**config.mk**
```make
export PLATFORM = sky130hd
export DESIGN_NAME = sync_down_counter
export DESIGN_NICKNAME = d
export VERILOG_FILES = /design/src/rtl/sync_down_counter_pkg.sv /design/src/rtl/sync_down_counter_tick_gen.sv /design/src/rtl/sync_down_counter.sv
export SDC_FILE = /design/constraint.sdc
export NUM_CORES = 1
export LEC_CHECK = 0
export BUFFER_PORTS_ARGS = -buffer_cell sky130_fd_sc_hd__buf_2
export CORE_MARGIN = 4
export CORE_UTILIZATION = 53
export CTS_CLUSTER_DIAMETER = 60
export DETAILED_ROUTE_END_ITERATION = 8
export PLACE_DENSITY_LB_ADDON = 0.25
export SYNTH_ARGS = -nofsm -noshare
export SYNTH_HDL_FRONTEND = slang
export SYNTH_SLANG_ARGS = --single-unit
```
**constraint.sdc**
```tcl
create_clock -name clk -period 2.55 [get_ports clk]
set_input_delay 0.1275 -clock clk [delete_from_list [all_inputs] [get_ports clk]]
set_output_delay 0.1275 -clock clk [all_outputs]
set_load 0.01 [all_outputs]
```
**src/rtl/sync_down_counter_pkg.sv**
```systemverilog
// Shared types and defaults for the loadable down counter and its prescaler.
package sync_down_counter_pkg;

  typedef enum logic [1:0] {
    IDLE = 2'd0,
    RUN  = 2'd1,
    DONE = 2'd2
  } state_t;

  localparam int DEF_WIDTH    = 4;
  localparam int DEF_PRESCALE = 4;

endpackage

```
**src/rtl/sync_down_counter_tick_gen.sv**
```systemverilog
// Count-tick prescaler: tick is high for one cycle out of every PRESCALE
// enabled cycles, counted from the last clear.
module cnt_tick_gen #(
  parameter int PRESCALE = sync_down_counter_pkg::DEF_PRESCALE
) (
  input  logic clk,
  input  logic reset,
  input  logic clr,
  input  logic en,
  output logic tick
);

  localparam int CW = $clog2(PRESCALE);

  logic [CW-1:0] cnt_q, cnt_d;

  assign tick = en && (cnt_q == CW'(PRESCALE - 1));

  always_comb begin
    cnt_d = cnt_q;
    if (clr)     cnt_d = '0;
    else if (en) cnt_d = tick ? '0 : cnt_q + CW'(1);
  end

  always_ff @(posedge clk) begin
    if (!reset) cnt_q <= '0;
    else        cnt_q <= cnt_d;
  end

endmodule

```
**src/rtl/sync_down_counter.sv**
```systemverilog
// Loadable down counter with terminal-count pulse and optional auto-reload.
// Define CNT_PRESCALE_EN to slow the count tick to one per PRESCALE cycles.
module sync_down_counter
  import sync_down_counter_pkg::*;
#(
  parameter int WIDTH    = DEF_WIDTH,
  parameter int PRESCALE = DEF_PRESCALE
) (
  input  logic             clk,
  input  logic             reset,
  input  logic             load,
  input  logic [WIDTH-1:0] load_val,
  input  logic             start,
  input  logic             stop,
  input  logic             auto_reload,
  output logic [WIDTH-1:0] q,
  output logic [WIDTH-1:0] qb,
  output logic             busy,
  output logic             tc,
  output logic             done
);

  state_t           state_q, state_d;
  logic [WIDTH-1:0] q_q, q_d;
  logic [WIDTH-1:0] rld_q, rld_d;
  logic             tc_q, tc_d;
  logic             tick;

`ifdef CNT_PRESCALE_EN
  logic run_entry;

  // The prescaler restarts whenever RUN is entered, so the first decrement
  // always lands PRESCALE edges after the start.
  assign run_entry = (state_d == RUN) && (state_q != RUN);

  cnt_tick_gen #(
    .PRESCALE(PRESCALE)
  ) u_tick_gen (
    .clk  (clk),
    .reset(reset),
    .clr  (load || run_entry),
    .en   (state_q == RUN),
    .tick (tick)
  );
`else
  localparam int unused_prescale = PRESCALE;
  assign tick = 1'b1;
`endif

  // NOTE: every always_comb output gets a default first so no path can
  // leave it unassigned and infer a latch.
  always_comb begin
    q_d     = q_q;
    rld_d   = rld_q;
    state_d = state_q;
    tc_d    = 1'b0;
    if (load) begin
      q_d     = load_val;
      rld_d   = load_val;
      state_d = IDLE;
    end else if (stop) begin
      if (state_q == RUN) state_d = IDLE;
    end else if (start && (state_q == IDLE)) begin
      if (q_q != '0) begin
        state_d = RUN;
      end else begin
        tc_d    = 1'b1;
        state_d = DONE;
      end
    end else if (start && (state_q == DONE)) begin
      if (rld_q != '0) begin
        q_d     = rld_q;
        state_d = RUN;
      end else begin
        tc_d = 1'b1;
      end
    end else if ((state_q == RUN) && tick) begin
      if (q_q > WIDTH'(1)) begin
        q_d = q_q - WIDTH'(1);
      end else begin
        // q==0 in RUN is unreachable; it stops in DONE rather than wrapping.
        tc_d = (q_q != '0);
        if (auto_reload && (q_q != '0)) begin
          q_d = rld_q;
        end else begin
          q_d     = '0;
          state_d = DONE;
        end
      end
    end
  end

  // NOTE: sequential state uses non-blocking assignments so every flop
  // samples the pre-edge values regardless of statement order.
  always_ff @(posedge clk) begin
    if (!reset) begin
      q_q     <= '0;
      rld_q   <= '0;
      state_q <= IDLE;
      tc_q    <= 1'b0;
    end else begin
      q_q     <= q_d;
      rld_q   <= rld_d;
      state_q <= state_d;
      tc_q    <= tc_d;
    end
  end

  assign q    = q_q;
  assign qb   = ~q_q;
  assign busy = (state_q == RUN);
  assign done = (state_q == DONE);
  assign tc   = tc_q;

endmodule
```
* Word-level counts from Yosys, hierarchy flattened
Index checks and enable logic that the tools add are counted.
W data, S select, Z words.
** Operators by class
- Add/subtract/negate cells :: 1
- Magnitude comparators :: 1
- Equality and inequality tests :: 9
- Multiplexer cells :: 23
- Bitwise operators :: 2
- Reduce and logical (&&, ||, !) cells :: 12
** Operators by type and width (number)
- $mux W4 :: 8
- $mux W2 :: 9
- $ne A4 B4 Y1 const B :: 2
- $reduce_bool A4 Y1 :: 2
- $mux W1 :: 6
- $reduce_bool A3 Y1 :: 2
- $reduce_and A5 Y1 :: 1
- $gt A4 B1 Y1 const B :: 1
- $ne A2 B2 Y1 const B :: 2
- $ne A4 B3 Y1 const B :: 1
- $not A4 Y4 :: 1
- $reduce_and A4 Y1 :: 1
- $sub A4 B1 Y4 const B :: 1
- $logic_and A1 B1 Y1 :: 3
- $ne A3 B2 Y1 const B :: 1
- $reduce_or A3 Y1 :: 1
- $eq A2 B1 Y1 const B :: 1
- $eq A2 B2 Y1 const B :: 1
- $logic_not A2 Y1 :: 1
- $ne A2 B1 Y1 const B :: 1
- $reduce_or A2 Y1 :: 1
- $not A1 Y1 :: 1
** Storage, ports and cells
- Flip-flop bits (word level) :: 11
- Input bits :: 10
- Output and inout bits :: 11
- Logic and storage cells :: 52

* Longest topological paths before layout
- Word-level depth :: 9
- Depth in mapped cells :: 6
- Gate-level depth less buffers :: 6

* Least setup slack after synthesis
No wires, ideal clock.
- Path kind :: reg2reg
- Start :: reg q_q[0] (netlist: q[0])
- End :: reg q_q[3] (netlist: q[3])
- Library setup time :: 0.088 ns
- Arrival time :: 1.655 ns
- Data required time :: 2.462 ns
- Slack :: 0.807 ns
- Stages on the path, launching flop included :: 7
- Buffers on the path :: 0
- Period minus slack after synthesis :: 1.743 ns
- Cell sequence :: dfxtp_1 inv_1 ha_1 or2_2 a21oi_1 a21oi_1 a311oi_2
** On the way
- Cells in the longest elaborated chain, start to end :: 9
- Elaborated cells on any way between the ends :: 11
- Classes of those cells :: 1 x add/sub; 1 x order compare; 7 x mux; 2 x reduce/logical
** Ends and longest elaborated chain
- start, declared :: RTL line sync_down_counter.sv:24 : logic [WIDTH-1:0] q_q, q_d;
- start signal, assigned :: RTL line sync_down_counter.sv:102 : q_q <= q_d;
- parallel branches: the longest is 3 deep, another holds $sub A4 B1 Y4
- $mux W4 * :: RTL line sync_down_counter.sv:78 : if (q_q > WIDTH'(1)) begin
- $mux W4 * :: RTL line sync_down_counter.sv:77 : end else if ((state_q == RUN) && tick) begin
- $mux W4 * :: RTL line sync_down_counter.sv:70 : end else if (start && (state_q == DONE)) begin
- $mux W4 * :: RTL line sync_down_counter.sv:63 : end else if (start && (state_q == IDLE)) begin
- $mux W4 * :: RTL line sync_down_counter.sv:61 : end else if (stop) begin
- $mux W4 * :: RTL line sync_down_counter.sv:57 : if (load) begin
Mark *: on every way between the ends. The select of a mux whose other input is x is not followed.
A chain may end at the register's enable or synchronous reset.

* Worst setup path after layout
Ends and elaborated chain as after synthesis.

==> load_flow_metrics.sql <==
INSERT INTO impl_metrics (metric_group, metric, value, unit) VALUES
('global_route', 'via_count_of_the_first_global_routing_pass', '666', ''),
('layout', 'fillers', '107', ''),
('placed_design', 'finalWeightedCongestion', '0.8767', ''),
('global_route', 'globalRouteTotalUtil', '0.1849', ''),
('sta', 'fin_worst_skew', '0.006458', 'ns'),
('sta', 'min_period', '1.849', 'ns'),
('min_path', 'timing.hold.worst.class', 'in -> reg', ''),
('logic_synthesis', 'post-synth-top-area-cell', 'sky130_fd_sc_hd__dfxtp_1', ''),
('sta', 'finalMaxSlewViolations', '0', ''),
('clock_tree', 'postCtsSetupBuffers', '0', ''),
('logic_synthesis', 'synthesis.area', '716.9', 'µm²'),
('clock_tree', 'cts_tree', 'yes', ''),
('placed_design', 'buffer_ports.inserted', '20', ''),
('power', 'total_power', '0.0003998', 'W'),
('setup_path', 'critical_path.most_common_cell', 'sky130_fd_sc_hd__a21oi_1', ''),
('routing', 'detail_route.first_pass.iterations', '4', ''),
('placed_design', 'dp.final_hpwl', '1336', 'µm'),
('logic_synthesis', 'yosys.cell_count.top_type', 'sky130_fd_sc_hd__dfxtp_1', ''),
('setup_path', 'data_arrival_time_of_the_critical_path', '2.02', 'ns'),
('clock_tree', 'root_buffer', 'sky130_fd_sc_hd__clkbuf_4', ''),
('flow_run', 'reported_max_cap_violation_count', '0', ''),
('power', 'vdd_ir_drop_max', '290.0', 'µV'),
('logic_synthesis', 'synth.top_cells.by_area', 'sky130_fd_sc_hd__dfxtp_1 (31%), sky130_fd_sc_hd__mux2i_1 (5.6%), sky130_fd_sc_hd__inv_1 (5.2%), sky130_fd_sc_hd__a21oi_1 (4.9%), sky130_fd_sc_hd__or3_1 (4.4%)', ''),
('logic_synthesis', 'synth-edff-count', '0', ''),
('logic_synthesis', 'syn_nets', '97', ''),
('layout', 'post_route_cells_drive_above_1_share', '0.2804', ''),
('clock_tree', 'numClockSinks', '11', ''),
('run_status', 'outcome', 'complete, no violations', ''),
('logic_synthesis', 'yosysWarningCount', '0', ''),
('clock_tree', 'post_cts_hold_buffer_count', '0', ''),
('logic_synthesis', 'yosysUniqueCellTypes', '34', ''),
('clock_tree', 'cts.htree.levels', '1', ''),
('routing', 'postRouteAntennaNets', '0', ''),
('clock_tree', 'clock_insertion_delay_worst_skew', '0.26', 'ns'),
('sta', 'fin_setup_tns', '0', 'ns'),
('routing', 'postRouteWirelength', '1702', 'µm'),
('die', 'coreArea', '1186', 'µm²'),
('logic_synthesis', 'post-synth-top-area-fraction', '0.3072', ''),
('setup_path', 'cp_slowest_cell', 'sky130_fd_sc_hd__dfxtp_1', ''),
('logic_synthesis', 'yosys_register_bits', '11', ''),
('layout', 'area.growth.synth_to_final', '18.50', '%'),
('sta', 'finalCritPeriodShare', '0.7250', ''),
('power', 'cellLeakagePower', '0.3988', 'nW'),
('logic_synthesis', 'postSynth.asyncResetShare', '0', ''),
('layout', 'antennaDiodeCount', '0', ''),
('global_route', 'grt_max_degree', '15', ''),
('sta', 'finalHoldViolations', '0', ''),
('global_route', 'grt_overflow_total', '0', ''),
('logic_synthesis', 'syn_inst', '85', ''),
('setup_path', 'timing.critical_path.to_type', 'register', ''),
('routing', 'num_vias', '724', ''),
('setup_path', 'crit_chain', 'inv_1, ha_1, or2_2, a21oi_1, a21oi_1, a311oi_2', ''),
('logic_synthesis', 'synthTopCellsByCount', 'sky130_fd_sc_hd__dfxtp_1 (11), sky130_fd_sc_hd__inv_1 (10), sky130_fd_sc_hd__a21oi_1 (7)', ''),
('global_route', 'grt_antenna_before_repair', '0', ''),
('die', 'floorplan.io_pins', '21', ''),
('setup_path', 'critical_path.startpoint_type', 'register', ''),
('routing', 'detail_route.drc_violations', '0', ''),
('setup_path', 'critPathKind', 'reg -> reg', ''),
('clock_tree', 'clockBufferDepth', '2', ''),
('global_route', 'global_route_wire_length_before_repair', '2794', 'µm'),
('clock_tree', 'cts_made_buffers', '3', ''),
('sta', 'max_freq', '540.9', 'MHz'),
('die', 'start_util', '0.6044', ''),
('sta', 'setup_viol', '0', ''),
('clock_tree', 'ctsResizeCount', '0', ''),
('die', 'die_area', '2005', 'µm²'),
('logic_synthesis', 'postSynthAreaPerCell', '8.435', 'µm²'),
('sta', 'setup_repair_after_global_routing_missed_its_margin', 'no', ''),
('power', 'power.density', '470.6', 'nW/µm²'),
('logic_synthesis', 'synth_sequential_area_ratio', '0.3072', ''),
('clock_tree', 'clock_transition_at_the_registers_of_the_reported_paths', '0.07', 'ns');
[layout make-up]
type / count / area [µm²] / area share
multi-input combinational: 62 / 447.9 / 0.5272
clock buffer: 4 / 26.28 / 0.03093
sequential: 11 / 220.2 / 0.2592
timing repair buffer: 20 / 100.1 / 0.1178
inverter: 10 / 37.54 / 0.04418
tap: 14 / 17.52 / 0.02062
[logic make-up after synthesis]
logic type	Yosys count	share of synthesized area
simple gates	29	0.2304
compound gates	25	0.2792
flops	11	0.3072
xor+xnor	2	0.02444
fa+ha+maj	2	0.03490
buf+inv	12	0.06807
mux	4	0.05585
[state kept, by name (all words and copies together), names as in the netlist]
register  cells
tc            1
state_q       2
rld_q         4
q             4
[final timing paths]
path	from	endpoint	slack (ns)	depth (start not counted)
min reg2reg	rld_q[3]$_SDFFE_PN0P_	rld_q[3]$_SDFFE_PN0P_	0.52	2
min	load_val[1]	q[1]$_SDFFE_PN0P_	0.12	3
max	q[0]$_SDFFE_PN0P_	q[3]$_SDFFE_PN0P_	0.70	6
max reg2reg	q[0]$_SDFFE_PN0P_	q[3]$_SDFFE_PN0P_	0.70	6
[cells in the final DEF (no fill, tap or decap)]
| master | synthesis | final |
|---|---|---|
| sky130_fd_sc_hd__buf_2 | 0 | 20 |
| sky130_fd_sc_hd__dfxtp_1 | 11 | 11 |
| sky130_fd_sc_hd__inv_1 | 10 | 10 |
| sky130_fd_sc_hd__a21oi_1 | 7 | 7 |
| sky130_fd_sc_hd__nor2_1 | 6 | 6 |
| sky130_fd_sc_hd__nand2_1 | 5 | 5 |
| sky130_fd_sc_hd__or3_1 | 5 | 5 |
| sky130_fd_sc_hd__mux2i_1 | 4 | 4 |
| sky130_fd_sc_hd__a22oi_1 | 3 | 3 |
| sky130_fd_sc_hd__nand3_1 | 3 | 3 |
| sky130_fd_sc_hd__o221ai_1 | 3 | 3 |
| sky130_fd_sc_hd__clkbuf_4 | 0 | 3 |
| sky130_fd_sc_hd__a21boi_1 | 2 | 2 |
| sky130_fd_sc_hd__nand2b_1 | 2 | 2 |
| sky130_fd_sc_hd__a211o_1 | 2 | 2 |
| sky130_fd_sc_hd__ha_1 | 2 | 2 |
| sky130_fd_sc_hd__and2b_1 | 1 | 1 |
| sky130_fd_sc_hd__nor2b_1 | 1 | 1 |
| sky130_fd_sc_hd__nor3b_2 | 1 | 1 |
| sky130_fd_sc_hd__or4_4 | 1 | 1 |
| sky130_fd_sc_hd__o22a_2 | 1 | 1 |
| sky130_fd_sc_hd__and3b_2 | 1 | 1 |
| sky130_fd_sc_hd__a2111oi_0 | 1 | 1 |
| sky130_fd_sc_hd__o31ai_1 | 1 | 1 |
| sky130_fd_sc_hd__a41o_1 | 1 | 1 |
| sky130_fd_sc_hd__a21oi_4 | 1 | 1 |
| sky130_fd_sc_hd__o32ai_1 | 1 | 1 |
| sky130_fd_sc_hd__or2_2 | 1 | 1 |
| sky130_fd_sc_hd__nor3_1 | 1 | 1 |
| sky130_fd_sc_hd__xnor2_1 | 1 | 1 |
| sky130_fd_sc_hd__a311oi_2 | 1 | 1 |
| sky130_fd_sc_hd__nand4_1 | 1 | 1 |
| sky130_fd_sc_hd__o211ai_1 | 1 | 1 |
| sky130_fd_sc_hd__xor2_1 | 1 | 1 |
| sky130_fd_sc_hd__clkbuf_1 | 0 | 1 |
[per-layer routing]
metal / global-route usage / vias up / share of wire / routed length (µm)
met3: 0.03586 / 2 / 0.075 / 127
met5: 0 / - / 0 / 0
met2: 0.3209 / 28 / 0.48 / 810
met4: 0.03509 / 0 / 0.0053 / 9
met1: 0.2380 / 335 / 0.44 / 755
li1: - / 359 / - / -
[stage by stage]
step / setup WS [ns] / hold slack [ns] / std cells / cell area [µm²]
floorplan: 0.8068 / 0.2749 / 85 / 716.9
global placement: 0.8536 / 0.3784 / 117 / 823.3
detailed placement: 0.7011 / 0.3876 / 117 / 823.3
CTS: 0.7118 / 0.1155 / 121 / 849.6
global route: 0.6163 / 0.1253 / 121 / 849.6
finish: 0.7013 / 0.1192 / 121 / 849.6
[power breakdown]
part,total (W),internal (W),switching (W),leakage (nW)
clock network,0.000117,0.0000603,0.0000566,0.0150
registers,0.000189,0.000180,0.00000869,0.0903
logic,0.0000940,0.0000410,0.0000530,0.294
[critical path: cells and delay by family (launching register included)]
family / cells / cell delay (ns)
AO/OA/AOI/OAI: 3 / 0.69
adder cells (fa/ha/maj): 1 / 0.27
AND/OR/NAND/NOR: 1 / 0.29
flip-flops: 1 / 0.40
buffers and inverters: 1 / 0.11
(Power assumes the default switching activity.)
